===== src/rtl/dlbf_data_pkg.sv =====
// dlbf_data_pkg: shared state encoding and widths
// for the BRAM-to-AXI4-Stream data master.
package dlbf_data_pkg;

  typedef enum logic [1:0] {
    IDLE,
    RUN,
    DRAIN,
    DONE
  } state_t;

  localparam int BLK_W   = 12;
  localparam int ITER_W  = 12;
  localparam int STALL_W = 32;

endpackage


===== src/rtl/dlbf_data_sync_fifo.sv =====
// dlbf_data_sync_fifo: synchronous first-word
// fall-through FIFO holding {tlast, tdata} beats.
module dlbf_data_sync_fifo #(
  parameter int WIDTH = 65,
  parameter int DEPTH = 4
) (
  input  logic                       clk,
  input  logic                       rst_n,
  input  logic                       clr,
  input  logic                       wr_en,
  input  logic [WIDTH-1:0]           wr_data,
  input  logic                       rd_en,
  output logic [WIDTH-1:0]           rd_data,
  output logic [$clog2(DEPTH):0]     count,
  output logic                       empty,
  output logic                       full
);

  localparam int AW = $clog2(DEPTH);
  localparam int CW = AW + 1;
  localparam logic [CW-1:0] FULL_C = CW'(DEPTH);

  logic [WIDTH-1:0] mem [DEPTH];
  logic [AW-1:0]    wr_ptr;
  logic [AW-1:0]    rd_ptr;
  logic [CW-1:0]    cnt;
  logic             do_wr;
  logic             do_rd;

  assign empty   = (cnt == '0);
  assign full    = (cnt == FULL_C);
  assign count   = cnt;
  assign rd_data = mem[rd_ptr];
  assign do_wr   = wr_en && !full;
  assign do_rd   = rd_en && !empty;

  // storage array, written at the tail
  always_ff @(posedge clk) begin
    if (do_wr) begin
      mem[wr_ptr] <= wr_data;
    end
  end

  // pointers and occupancy; flushed by reset or clear
  always_ff @(posedge clk) begin
    if (!rst_n || clr) begin
      wr_ptr <= '0;
      rd_ptr <= '0;
      cnt    <= '0;
    end else begin
      if (do_wr) begin
        wr_ptr <= wr_ptr + AW'(1);
      end
      if (do_rd) begin
        rd_ptr <= rd_ptr + AW'(1);
      end
      unique case ({do_wr, do_rd})
        2'b10:   cnt <= cnt + CW'(1);
        2'b01:   cnt <= cnt - CW'(1);
        default: cnt <= cnt;
      endcase
    end
  end

endmodule


===== src/rtl/dlbf_data_axis_master.sv =====
// dlbf_data_axis_master: streams BRAM rows onto AXI4-Stream.
// Optional stall counter: define DLBF_AXIS_STALL_CNT_EN.
module dlbf_data_axis_master
  import dlbf_data_pkg::*;
#(
  parameter int DATA_WIDTH  = 64,
  parameter int ADDR_WIDTH  = 16,
  parameter int RAM_LATENCY = 2,
  parameter int FIFO_DEPTH  = 4
) (
  input  logic                  m_axis_aclk,
  input  logic                  m_axis_aresetn,
  input  logic                  go,
  input  logic                  m_axis_rst,
  input  logic [BLK_W-1:0]      block_size,
  input  logic [ITER_W-1:0]     niter,
  input  logic [ADDR_WIDTH-1:0] rollover_addr,
  output logic                  enb,
  output logic [ADDR_WIDTH-1:0] addrb,
  input  logic [DATA_WIDTH-1:0] doutb,
  output logic [DATA_WIDTH-1:0] m_axis_tdata,
  output logic                  m_axis_tvalid,
  input  logic                  m_axis_tready,
  output logic                  m_axis_tlast,
  output logic                  m_done,
  output logic [STALL_W-1:0]    stall_cnt
);

  localparam int CW = $clog2(FIFO_DEPTH) + 1;
  localparam logic [CW:0] DEPTH_C = (CW + 1)'(FIFO_DEPTH);
  localparam logic [CW-1:0] ONE_C = CW'(1);

  state_t state;
  state_t state_nx;

  logic                   srst;
  logic                   go_q;
  logic                   go_rise;
  logic                   cfg_zero;
  logic [BLK_W-1:0]       bs_q;
  logic [ITER_W-1:0]      ni_q;
  logic [ADDR_WIDTH-1:0]  ro_q;
  logic [ADDR_WIDTH-1:0]  addr_q;
  logic [BLK_W-1:0]       beat_cnt;
  logic [ITER_W-1:0]      iter_cnt;
  logic [RAM_LATENCY-1:0] vld_pipe;
  logic [RAM_LATENCY-1:0] last_pipe;
  logic [CW-1:0]          inflight;
  logic [CW-1:0]          fifo_count;
  logic                   fifo_empty;
  logic                   fifo_full;
  logic [DATA_WIDTH:0]    fifo_head;
  logic                   credit_ok;
  logic                   issue;
  logic                   tlast_flag;
  logic                   final_rd;
  logic                   land;
  logic                   pop;
  logic                   last_pop;

  assign srst     = !m_axis_aresetn || m_axis_rst;
  assign go_rise  = go && !go_q;
  assign cfg_zero = (block_size == '0) || (niter == '0);

  assign credit_ok = (({1'b0, fifo_count} + {1'b0, inflight}) < DEPTH_C)
                     && !fifo_full;
  assign issue      = (state == RUN) && credit_ok;
  assign tlast_flag = (beat_cnt == bs_q - BLK_W'(1));
  assign final_rd   = tlast_flag && (iter_cnt == ni_q - ITER_W'(1));
  assign land       = vld_pipe[RAM_LATENCY-1];
  assign pop        = !fifo_empty && m_axis_tready;
  // all reads are issued in DRAIN, so one beat left means the final one
  assign last_pop   = pop && (fifo_count == ONE_C) && (inflight == '0);

  // go edge detector; only a hard reset clears the history
  always_ff @(posedge m_axis_aclk) begin
    if (!m_axis_aresetn) begin
      go_q <= 1'b0;
    end else begin
      go_q <= go;
    end
  end

  // state register
  always_ff @(posedge m_axis_aclk) begin
    if (srst) begin
      state <= IDLE;
    end else begin
      state <= state_nx;
    end
  end

  // next-state logic
  always_comb begin
    state_nx = state;
    unique case (state)
      IDLE: begin
        if (go_rise) begin
          state_nx = cfg_zero ? DONE : RUN;
        end
      end
      RUN: begin
        if (issue && final_rd) begin
          state_nx = DRAIN;
        end
      end
      DRAIN: begin
        if (last_pop) begin
          state_nx = DONE;
        end
      end
      DONE: begin
        if (!go) begin
          state_nx = IDLE;
        end
      end
      default: state_nx = IDLE;
    endcase
  end

  // shadow copies of the run configuration, frozen at the go edge
  always_ff @(posedge m_axis_aclk) begin
    if (srst) begin
      bs_q <= '0;
      ni_q <= '0;
      ro_q <= '0;
    end else if (state == IDLE && go_rise) begin
      bs_q <= block_size;
      ni_q <= niter;
      ro_q <= rollover_addr;
    end
  end

  // address and block counters, advanced per issued read
  // rollover 0 makes ro_q-1 all ones, giving the natural wrap
  always_ff @(posedge m_axis_aclk) begin
    if (srst || (state == IDLE && go_rise)) begin
      addr_q   <= '0;
      beat_cnt <= '0;
      iter_cnt <= '0;
    end else if (issue) begin
      addr_q   <= (addr_q == ro_q - ADDR_WIDTH'(1)) ? '0
                  : addr_q + ADDR_WIDTH'(1);
      beat_cnt <= tlast_flag ? '0 : beat_cnt + BLK_W'(1);
      iter_cnt <= tlast_flag ? iter_cnt + ITER_W'(1) : iter_cnt;
    end
  end

  // read-latency delay line carrying valid and tlast per read
  always_ff @(posedge m_axis_aclk) begin
    if (srst) begin
      vld_pipe  <= '0;
      last_pipe <= '0;
    end else begin
      vld_pipe[0]  <= issue;
      last_pipe[0] <= tlast_flag;
      for (int i = 1; i < RAM_LATENCY; i++) begin
        vld_pipe[i]  <= vld_pipe[i-1];
        last_pipe[i] <= last_pipe[i-1];
      end
    end
  end

  // reads issued but not yet written into the FIFO
  always_ff @(posedge m_axis_aclk) begin
    if (srst) begin
      inflight <= '0;
    end else begin
      unique case ({issue, land})
        2'b10:   inflight <= inflight + ONE_C;
        2'b01:   inflight <= inflight - ONE_C;
        default: inflight <= inflight;
      endcase
    end
  end

  dlbf_data_sync_fifo #(
    .WIDTH (DATA_WIDTH + 1),
    .DEPTH (FIFO_DEPTH)
  ) u_fifo (
    .clk     (m_axis_aclk),
    .rst_n   (m_axis_aresetn),
    .clr     (m_axis_rst),
    .wr_en   (land),
    .wr_data ({last_pipe[RAM_LATENCY-1], doutb}),
    .rd_en   (pop),
    .rd_data (fifo_head),
    .count   (fifo_count),
    .empty   (fifo_empty),
    .full    (fifo_full)
  );

  assign enb           = issue;
  assign addrb         = addr_q;
  assign m_axis_tvalid = !fifo_empty;
  assign m_axis_tdata  = fifo_head[DATA_WIDTH-1:0];
  assign m_axis_tlast  = !fifo_empty && fifo_head[DATA_WIDTH];
  assign m_done        = (state == DONE);

`ifdef DLBF_AXIS_STALL_CNT_EN
  logic [STALL_W-1:0] stall_q;

  // saturating count of cycles with tvalid held against !tready
  always_ff @(posedge m_axis_aclk) begin
    if (srst || go_rise) begin
      stall_q <= '0;
    end else if (m_axis_tvalid && !m_axis_tready && stall_q != '1) begin
      stall_q <= stall_q + STALL_W'(1);
    end
  end

  assign stall_cnt = stall_q;
`else
  assign stall_cnt = '0;
`endif

endmodule


===== config.mk =====
export PLATFORM = sky130hd
export DESIGN_NAME = dlbf_data_axis_master
export DESIGN_NICKNAME = d
export VERILOG_FILES = /design/src/rtl/dlbf_data_pkg.sv /design/src/rtl/dlbf_data_sync_fifo.sv /design/src/rtl/dlbf_data_axis_master.sv
export SDC_FILE = /design/constraint.sdc
export NUM_CORES = 1
export LEC_CHECK = 0
export ABC_AREA = 1
export CAP_MARGIN = 40
export CORE_MARGIN = 3
export CORE_UTILIZATION = 50
export DETAILED_ROUTE_END_ITERATION = 7
export MAX_ROUTING_LAYER = met4
export PLACE_DENSITY = 0.77
export SYNTH_ARGS = -nofsm -noshare
export SYNTH_HDL_FRONTEND = slang
export SYNTH_HIERARCHICAL = 1
export SYNTH_SLANG_ARGS = --single-unit

===== constraint.sdc =====
create_clock -name m_axis_aclk -period 3.7 [get_ports m_axis_aclk]
set_input_delay 0.74 -clock m_axis_aclk [delete_from_list [all_inputs] [get_ports m_axis_aclk]]
set_output_delay 0.74 -clock m_axis_aclk [all_outputs]
set_load 0.05 [all_outputs]

# Word level (Yosys, flattened, before mapping)
# Memory sizes are Yosys's and may differ from the RTL's. A register that Yosys moved wholly into a read port is not among the register bits.
# Cells that the tools add are included.
[op_classes] n_reduce_logical=28 div=0 order_cmp=1 muxes=14 n_bitwise=0 addsub=13 n_eq_ne=16 shift=0 n_mul=0
[ops] cell="adder 12 x 1 -> 12 bit, second input constant" n=2
[ops] cell="== test 12 bit" n=2
[ops] cell="zero test 12 bit" n=2
[ops] cell="subtractor 12 x 1 -> 12 bit, second input constant" n=2
[ops] cell="adder 16 x 1 -> 16 bit, second input constant" n=1
[ops] cell="== test 16 bit" n=1
[ops] cell="two-way mux 16 bit" n=1
[ops] cell="subtractor 16 x 1 -> 16 bit, second input constant" n=1
[ops] cell="two-way mux 2 bit" n=7
[ops] cell="logical AND 1 bit" n=12
[ops] cell="two-way mux 12 bit" n=1
[ops] cell="one-hot mux 3 bit (2 select lines)" n=2
[ops] cell="== test 2 bit, second input constant" n=4
[ops] cell="one-hot mux 2 bit (4 select lines)" n=1
[ops] cell="adder 3 x 1 -> 3 bit, second input constant" n=2
[ops] cell="== test 2 x 1 -> 1 bit, second input constant" n=3
[ops] cell="zero test 3 bit" n=2
[ops] cell="!= test 2 bit, second input constant" n=3
[ops] cell="subtractor 3 x 1 -> 3 bit, second input constant" n=2
[ops] cell="adder 2 x 1 -> 2 bit, second input constant" n=2
[ops] cell="adder 3 x 3 -> 4 bit" n=1
[ops] cell="zero test 1 bit" n=4
[ops] cell="< comparator 4 x 3 -> 1 bit, second input constant" n=1
[ops] cell="AND reduction 4 bit" n=1
[ops] cell="other kinds (8)" n=12
[totals] elab_cells=87 memories=1 rom_bits=0 latch_bits=0 ram_bits=260 ff_bits=97 output_inout_bits=116
[memory_table] memory="u_fifo.mem" depth=4 word_bits=65 rd=1 rd_clocked_by_memory_dff=1 write_ports=1 line_no="dlbf_data_sync_fifo.sv:23" text="logic [WIDTH-1:0] mem [DEPTH];"

# Logic depth before layout (Yosys ltp)
[depth] depth_word=7 mapped_depth=17 depth_no_buf=17

# Modules after synthesis
# Netlist, hierarchy kept.
[modules_own_cells] module="dlbf_data_sync_fifo" seq_area_each_um2=7987.7 area_per_inst_um2=10446.3 cells_each=702 instances=1
[modules_own_cells] module="dlbf_data_axis_master" seq_area_each_um2=1801.7 area_per_inst_um2=5823.1 cells_each=836 instances=1

# Worst setup path before layout
# OpenSTA, ideal clock, no wires.
[synth_path] path_kind="reg2reg" start="register u_fifo.cnt[1] (netlist: u_fifo/count[1])" end="memory u_fifo.mem[0][0] (enable)" t_arrival_ns=3.408 required_ns=3.211 period_less_slack_ns=3.897 n_path_buf=0 stages_incl_launch_ff=5 slack_ns=-0.197 cell_sequence="dfxtp_1 -> nor2_1 -> nand2_1 -> nand2_1 -> nor2_1"
[synth_via] elab_chain_cells=5
[synth_lines] item="start, declared" line_no="dlbf_data_sync_fifo.sv:26" text="logic [CW-1:0] cnt;"
[synth_lines] item="start signal, assigned" line_no="dlbf_data_sync_fifo.sv:58" text="2'b10: cnt <= cnt + CW'(1);"
[synth_lines] item="start signal, assigned" line_no="dlbf_data_sync_fifo.sv:59" text="2'b01: cnt <= cnt - CW'(1);"
[synth_lines] item="start signal, assigned" line_no="dlbf_data_sync_fifo.sv:60" text="default: cnt <= cnt;"
[synth_lines] item="== test 3 bit" line_no="dlbf_data_sync_fifo.sv:31" text="assign full = (cnt == FULL_C);"
[synth_lines] item="zero test 1 bit" line_no="dlbf_data_sync_fifo.sv:34" text="assign do_wr = wr_en && !full;"
[synth_lines] item="logical AND 1 bit" line_no="dlbf_data_sync_fifo.sv:34"
[synth_lines] item="two-way mux 1 bit" line_no="dlbf_data_sync_fifo.sv:39" text="if (do_wr) begin"
[synth_lines] item="two-way mux 1 bit (implied by the code)" line_no="dlbf_data_sync_fifo.sv:40" text="mem[wr_ptr] <= wr_data;"
[synth_lines] item="end, declared" line_no="dlbf_data_sync_fifo.sv:23"
# No other way between the ends.

==> run_results.csv <==
group,metric,value,unit
timing,fmax,0.285,GHz
timing,finClkSkew,0.0172,ns
clocking,clock_latency,0.53,ns
layout,fin_util,0.617,
logic_synthesis,synth_top_area_frac,0.480,
layout,fill_cells,2479,
layout,area_delta_synth_final,20.7,%
global_route,overflow,0,
timing,period_needed,3.51,ns
logic_synthesis,postSynthAreaPerCell,10.6,sq um
clocking,cts_resized,0,
layout,final_cell_area,19600,sq um
global_route,grt_max_degree,66,
logic_synthesis,synth_top_area_cell,"edfxtp_1",
place,dpl.hpwl,23200,microns
setup_path,worst_setup_path_end_kind,"primary output",
route,antenna_left,0,
logic_synthesis,synth_top_family_by_area,"simple AND/OR/NAND/NOR gates",
clocking,cts.sinks,359,
logic_synthesis,ys_types,44,
setup_path,critPathArrivalTime,2.77,ns
logic_synthesis,yosys-top-cells-count,"edfxtp_1, nor2_1, nand2_1",
floorplanning,die_w,186,microns
logic_synthesis,yosysSeqAreaShare,0.602,
floorplanning,start_util,0.512,
clocking,cts_buffers,38,
timing,rsz0062_at_grt,"no",
clocking,clockRootBuffer,"clkbuf_16",
layout,nNetsFinal,1854,
logic_synthesis,synthXorXnorAreaFrac,0.0387,
setup_path,rrSetupSlack,1.13,ns
logic_synthesis,yosys_warnings,6,
logic_synthesis,synthMuxAreaShare,0,
logic_synthesis,synth_area_leaders,"edfxtp_1, dfxtp_1, nor2_1, o21ai_0, nand2_1",
logic_synthesis,synth_fa_ha_area_frac,0.0163,
clocking,cts_tree,"yes",
route,drt_first_pass_iters,5,
timing,tightestPinTransition,0.660,ns
hold_path,hold_depth,2,
run,drv_cap,0,
global_route,grt_use_total,0.204,
setup_path,crit_type,"flip-flop to primary output",
setup_path,rr_worst_depth,15,
floorplanning,die_h,186,microns
logic_synthesis,synthMostInstantiatedCell,"edfxtp_1",
timing,slew_headroom,0.559,
logic_synthesis,synth_compound_area_frac,0.112,
timing,finalSetupViolCount,0,
logic_synthesis,ys_seq_elements,359,
setup_path,worstPathRequired,2.96,ns
place,place_congestion,0.857,
route,drt-total-wl,35500,microns
power,fin_total_pwr,8860,uW
timing,tns,0,ns
power,ir_worst_vdd,394,uV
clocking,cts.clk_slew.worst_paths,0.06,ns
global_route,antenna_found_initial,2,
logic_synthesis,syn-cell-area,16300,sq um
layout,drive_above_1_share,0.125,
logic_synthesis,synth_edf_count,260,
logic_synthesis,yosys.area_share.simple,0.163,
logic_synthesis,async_flop_share,0,
floorplanning,die-area,34700,sq um
floorplanning,pin_count,225,
route,vias,11500,
route,via_per_inst,5.26,
logic_synthesis,synth_ff_type,"edfxtp_1",
hold_path,hold_path.class,"flip-flop to flip-flop",
route,drt_iter0_markers,895,
clocking,ctsHoldBuffers,0,
timing,finalCritPeriodShare,0.950,
clocking,htreeDepth,2,
place,post_dp_cell_area,18400,sq um
global_route,grt_pass1_wl,56700,microns
floorplanning,rows,65,
setup_path,startpoint_type,"flip-flop",
logic_synthesis,synth_cells,1538,
timing,hold_viol,0,
route,wl_per_cell,16.2,microns
clocking,post_cts_buffers,0,
timing,hold_slack,0.410,ns
outcome,status,"complete, no violations",
place,io_buffers,192,
floorplanning,core,31800,sq um
setup_path,crit_fanout,63,
power,leakage,0.00704,uW
power,p_per_area,451,nW/um^2
clocking,cts_buffer_depth,3,
timing,drv_slew,0,
global_route,grt_pass1_vias,11300,
route,drc,0,
worst max-delay path, stage by stage, from the launching register on:
cell and delay [ns]:
dfxtp_4 0.48, inv_6 0.42, buf_4 0.52, o21ai_0 0.19, o22ai_1 0.17, inv_1 0.06
nor2_1 0.18, buf_12 0.17
registers in the layout, indices dropped and copies added (netlist names), named ones only:
register,flops
ni_q,12
bs_q,12
vld_pipe,2
u_fifo/mem,260
addrb,16
u_fifo/rd_ptr,2
state,2
go_q,1
ro_q,16
u_fifo/wr_ptr,2
iter_cnt,12
u_fifo/count,3
inflight,3
beat_cnt,12
last_pipe,2
through the flow:
stage	setup slack [ns]	std cells
after floorplan	-0.197	1569
after global placement	0.828	2120
after detailed placement	0.765	2120
after CTS	0.162	2189
after global routing	0.0417	2191
final	0.185	2192
layer usage:
layer  track usage  wire length, microns  vias to the layer above
met4        0.0628                   947                        0
met3        0.0378                  2630                       81
met5             -                     0                        -
li1              -                     -                     5609
met1         0.265                 15400                     5432
met2         0.329                 16500                      400
final timing paths:
path / startpoint / end
max: flip-flop / m_axis_tlast
min reg2reg: vld_pipe[0]$_SDFF_PP0_ / vld_pipe[1]$_SDFF_PP0_
min: vld_pipe[0]$_SDFF_PP0_ / vld_pipe[1]$_SDFF_PP0_
max reg2reg: bs_q[0]$_SDFFE_PP0P_ / state[0]$_SDFFE_PP0P_
cell families (layout without fill, tap and decap cells):
family | Yosys count | in the layout
other | 1 | 35
AND/OR/NAND/NOR | 551 | 551
XOR/XNOR | 71 | 71
flip-flops | 359 | 359
buffers and inverters | 222 | 407
AO/OA/AOI/OAI | 314 | 314
adder cells (fa/ha/maj) | 20 | 20
layout by cell type, fill, tap and decap left out, types with 18 or more instances in the layout:
master,synthesis,routed
a21oi_1,65,65
buf_4,33,54
clkbuf_16,0,40
clkdlybuf4s50_1,0,152
conb_1,1,32
dfxtp_1,99,97
edfxtp_1,260,260
ha_1,18,18
inv_1,124,124
nand2_1,169,168
nand3_1,69,69
nor2_1,196,191
nor2_2,22,23
nor2_4,25,29
nor3_1,19,19
o21ai_0,136,136
o21ai_1,36,36
o22ai_1,45,45
o22ai_2,20,20
xor2_1,53,53
cell type report:
cell class                 instances  area (sq um)  share of cell area
antenna                            3          7.51            0.000382
clock buffer                      49          1030              0.0527
clock inverter                    20           224              0.0114
inverter                         127           482              0.0245
multi-input combinational        988          5520               0.281
sequential                       359          9790               0.499
tap                              435           544              0.0277
timing repair buffer             211          2030               0.103
where the power goes:
group          switching, uW  leakage [uW]  total, uW  internal, uW
clock                   1530      0.000596       3800          2270
sequential              24.9       0.00314       4360          4330
combinational            439       0.00330        702           263
Note: power is estimated with default switching activity, not from simulation.
